[src/rtl/down_timer.sv]
// Loadable down-counting interval timer: counts a host-loaded value down to
// zero while enabled, pulses expired at terminal count, then reloads or idles.
module down_timer #(
    parameter int WIDTH = 5
) (
    input  logic             clk,
    input  logic             rst_,
    input  logic             load_valid,
    output logic             load_ready,
    input  logic [WIDTH-1:0] load_data,
    input  logic             auto_reload,
    input  logic             enable,
    input  logic             abort,
    output logic [WIDTH-1:0] count,
    output logic             busy,
    output logic             expired
);

    typedef enum logic {
        IDLE = 1'b0,
        RUN  = 1'b1
    } state_t;

    state_t           state_q, state_d;
    logic [WIDTH-1:0] count_q, count_d;
    logic [WIDTH-1:0] reload_q, reload_d;
    logic             mode_q, mode_d;
    logic             expired_q, expired_d;

    always_ff @(posedge clk or negedge rst_) begin
        if (!rst_) begin
            state_q   <= IDLE;
            count_q   <= '0;
            reload_q  <= '0;
            mode_q    <= 1'b0;
            expired_q <= 1'b0;
        end else begin
            state_q   <= state_d;
            count_q   <= count_d;
            reload_q  <= reload_d;
            mode_q    <= mode_d;
            expired_q <= expired_d;
        end
    end

    always_comb begin
        state_d   = state_q;
        count_d   = count_q;
        reload_d  = reload_q;
        mode_d    = mode_q;
        expired_d = 1'b0;

        case (state_q)
            IDLE: begin
                if (load_valid) begin
                    // A zero load is accepted but expires on the spot.
                    if (load_data != '0) begin
                        count_d  = load_data;
                        reload_d = load_data;
                        mode_d   = auto_reload;
                        state_d  = RUN;
                    end else begin
                        expired_d = 1'b1;
                    end
                end
            end
            RUN: begin
                if (abort) begin
                    count_d = '0;
                    state_d = IDLE;
                end else if (enable) begin
                    if (count_q == WIDTH'(1)) begin
                        expired_d = 1'b1;
                        if (mode_q) begin
                            count_d = reload_q;
                        end else begin
                            count_d = '0;
                            state_d = IDLE;
                        end
                    end else if (count_q > WIDTH'(1)) begin
                        count_d = count_q - WIDTH'(1);
                    end
                end
            end
            default: begin
                state_d = IDLE;
                count_d = '0;
            end
        endcase
    end

    assign load_ready = (state_q == IDLE);
    assign busy       = (state_q == RUN);
    assign count      = count_q;
    assign expired    = expired_q;

endmodule

[config.mk]
export PLATFORM = sky130hd
export DESIGN_NAME = down_timer
export DESIGN_NICKNAME = d
export VERILOG_FILES = /design/src/rtl/down_timer.sv
export SDC_FILE = /design/constraint.sdc
export NUM_CORES = 1
export LEC_CHECK = 0
export CAP_MARGIN = 20
export CORE_MARGIN = 1.5
export CORE_UTILIZATION = 45
export DETAILED_ROUTE_END_ITERATION = 8
export PLACE_DENSITY = 0.74
export SYNTH_ARGS = -nofsm -noshare
export SYNTH_HDL_FRONTEND = slang
export SYNTH_SLANG_ARGS = --single-unit
[constraint.sdc]
create_clock -name clk -period 4.2 [get_ports clk]
set_input_delay 0.84 -clock clk [delete_from_list [all_inputs] [get_ports clk]]
set_output_delay 0.84 -clock clk [all_outputs]
set_load 0.02 [all_outputs]
==> flow_metrics.env <==
export IMPL_core_um2=1541
export IMPL_wl_per_cell_um=14.87
export IMPL_hold_ws_ps=479.1
export IMPL_p_sw_share_pct=40.37
export IMPL_clkLatencyLatePin_ps=270
export IMPL_htree_levels=1
export IMPL_hold_end="reload_q[2]$_DFFE_PN0P_"
export IMPL_power_density_nw_per_um2=604.6
export IMPL_fp_dieH_um=44.05
export IMPL_ff2ff_setup_slack_ps=2260
export IMPL_fin_setup_tns_ps=0
export IMPL_drc=0
export IMPL_numClockSinks=13
export IMPL_num_rows=14
export IMPL_dp_slack_ps=1665
export IMPL_hold_path_startpoint="reload_q[2]$_DFFE_PN0P_"
export IMPL_clk_pin_slew_ps=80
export IMPL_switchingPower_mw=0.2391
export IMPL_finalWirelength_um=1725
export IMPL_synth_area_leader_cell="dfrtp_1"
export IMPL_gp_congestion=0.7760
export IMPL_synth_seq_area_share_pct=42.90
export IMPL_grt_pass1_vias=627
export IMPL_crit_slowest_cell="clkdlybuf4s50_1"
export IMPL_startpoint_type="register"
export IMPL_cts_tree="done"
export IMPL_insertedDiodeCount=0
export IMPL_synth_most_common_cell="dfrtp_1"
export IMPL_cts_setup_buffers=0
export IMPL_r2r_end="count[3]$_DFFE_PN0P_"
export IMPL_cp_arrival_ps=1570
export IMPL_synth_cell_type_count=28
export IMPL_fin_ws_ps=1788
export IMPL_timing_rr_start="count[0]$_DFFE_PN0P_"
export IMPL_yosysTopAreaCellShare_pct=42.90
export IMPL_syn_area_um2=758.2
export IMPL_rr_worst_depth=5
export IMPL_max_freq_mhz=414.6
export IMPL_globalRouteMet1Util_pct=27.66
export IMPL_drt_initial_drc_count=8
export IMPL_cp_max_fo=9
export IMPL_ys_warnings_count=0
export IMPL_max_stage_delay_ps=630
export IMPL_hold_viol_final=0
export IMPL_synth_ff_type="dfrtp_1"
export IMPL_cts_buffers=3
export IMPL_cpLargestDelayFamily="buffers and inverters"
export IMPL_max_slew_worst_pin_slew_ps=567.1
export IMPL_dp_cells=112
export IMPL_drive_above_1_share_pct=12.00
export IMPL_fin_util_pct=63.56
export IMPL_ctsResizeCount=0
export IMPL_track_usage_pct=19.64
export IMPL_p_seq_share_pct=38.8
export IMPL_clkPwrFrac_pct=12.9
export IMPL_firstDrtPassIters=6
export IMPL_fillerInstances=139
export IMPL_syn_num_nets=92
export IMPL_grt_util_met2_pct=31.18
export IMPL_hold_path_depth=2
export IMPL_syn_area_per_cell_um2=9.598
export IMPL_ctsHoldBuffers=0
export IMPL_clock_path_buffers=2
export IMPL_die_x_um=44.05
export IMPL_dp_final_hpwl_um=1277
export IMPL_p_total_mw=0.5923
export IMPL_cp_cell_sequence="inv_1 > clkdlybuf4s50_1"
export IMPL_critPathBufInv=2
export IMPL_use_met3_pct=2.449
export IMPL_min_path_type="reg -> reg"
export IMPL_grt_max_degree=14
export IMPL_critical_path_class="reg -> out"
export IMPL_grt_busiest_layer="met2"
export IMPL_worst_ep_required_time_ps=3360
export IMPL_placed_area_um2=953.4
export IMPL_slew_violations=0
export IMPL_synthArstFlopShare_pct=100.0
export IMPL_final_cells=116
export IMPL_clockRootBuffer="clkbuf_4"
export IMPL_syn_inst=79
export IMPL_finalCritPeriodShare_pct=57.43
export IMPL_comb_power_share_pct=48.3
export IMPL_grt_pass1_wl_um=2801
export IMPL_synth_seq_cells=13
export IMPL_period_minus_slack_ps=2412
export IMPL_numPortBuffers=18
export IMPL_vias_per_cell=5.810
export IMPL_peakVddDrop_mv=0.2700
export IMPL_yosys_top_cells_count="dfrtp_1 (13), nand2_1 (11), inv_1 (6)"
export IMPL_io_pins=19
export IMPL_setup_violations=0
export IMPL_die_area_um2=1940
export IMPL_num_nets_final=114
export IMPL_drv_cap=0
export IMPL_via_count=674
export IMPL_design_area_um2=979.7
export IMPL_max_slew_margin_rel_pct=62.08
export IMPL_rsz0062_at_grt="no"
export IMPL_gr_total_overflow=0
export IMPL_synth_edf_count=0
export IMPL_syn2layout_area_growth_pct=29.21
export IMPL_synth_area_leaders="dfrtp_1 (43%), mux2_2 (7.4%), nand2_1 (5.4%), a21oi_1 (3.3%), ha_1 (3.3%)"
export IMPL_internal_power_mw=0.3532
export IMPL_status="complete, no violations"
export IMPL_p_leak_nw=0.4211
export IMPL_finClkSkew_ps=2.200
export IMPL_cp_end_kind="output port"
export IMPL_antenna_found_initial=0
export IMPL_initial_core_util_pct=49.19
export IMPL_postRouteAntennaNets=0
final cells by class:
type	count	area, µm²	share of cell area (%)
sequential	13	325.3	33.21
multi-input combinational	59	405.4	41.38
clock buffer	4	26.28	2.682
tap	16	20.02	2.043
timing repair buffer	18	180.2	18.39
inverter	6	22.52	2.299
worst min-delay path, delay by kind of cell, from the launching register on:
| kind | cells | cell delay, ps |
|---|---|---|
| flops | 1 | 340 |
| compound gates | 1 | 60 |
| simple gates | 1 | 40 |
routing by layer:
layer / part of all wire, % / vias to the layer above
li1: - / 332
met1: 48 / 320
met5: 0 / -
met4: 0.75 / 0
met2: 48 / 18
met3: 3.1 / 4
layout by cell type (no fill, tap or decap):
master           count
nand2_1             11
nor4_1               1
mux2_2               5
o31ai_1              1
xor2_1               1
o41ai_1              1
clkdlybuf4s50_1     18
clkbuf_4             3
ha_1                 2
nand2b_1             3
a21o_1               1
clkbuf_1             1
nor3_1               3
o21ai_0              4
and3_1               1
nor2_2               1
nor4b_4              1
inv_1                6
o22ai_1              2
a32o_1               1
o2bb2ai_1            2
nor2_1               5
a21boi_0             2
mux2_4               1
a211oi_1             1
o32ai_1              2
a21oi_1              5
or2_2                1
o31a_1               1
dfrtp_1             13
power groups by stage:
stage	registers (mW)	clock network, mW	logic [mW]
finish	0.230	0.0762	0.286
global placement	0.227	0	0.285
floorplan	0.247	0	0.162
detailed placement	0.230	0	0.287
CTS	0.228	0.0769	0.289
global route	0.236	0.0845	0.314
worst max path at each step:
stage / startpoint / to / slack, ps / cells past startpoint
4_1_cts: busy$_DFF_PN0_ / load_ready / 1800 / 2
2_1_floorplan: load_data[3] / count[1]$_DFFE_PN0P_ / 2250 / 4
5_1_grt: busy$_DFF_PN0_ / load_ready / 1770 / 2
3_3_place_gp: load_data[3] / count[3]$_DFFE_PN0P_ / 1720 / 5
3_5_place_dp: load_data[3] / count[2]$_DFFE_PN0P_ / 1660 / 5
6_report: busy$_DFF_PN0_ / load_ready / 1790 / 2
state kept, by name, indices dropped and copies added (netlist names):
register	count
expired	1
reload_q	5
mode_q	1
count	5
busy	1
kinds of logic after synthesis:
| family | synth area share (%) |
|---|---|
| AND/OR/NAND/NOR | 18.81 |
| AO/OA/AOI/OAI | 20.79 |
| flip-flops | 42.90 |
| buffers and inverters | 3.630 |
| multiplexers | 9.405 |
| adder cells (fa/ha/maj) | 3.300 |
| XOR/XNOR | 1.155 |
(Power assumes the default switching activity.)
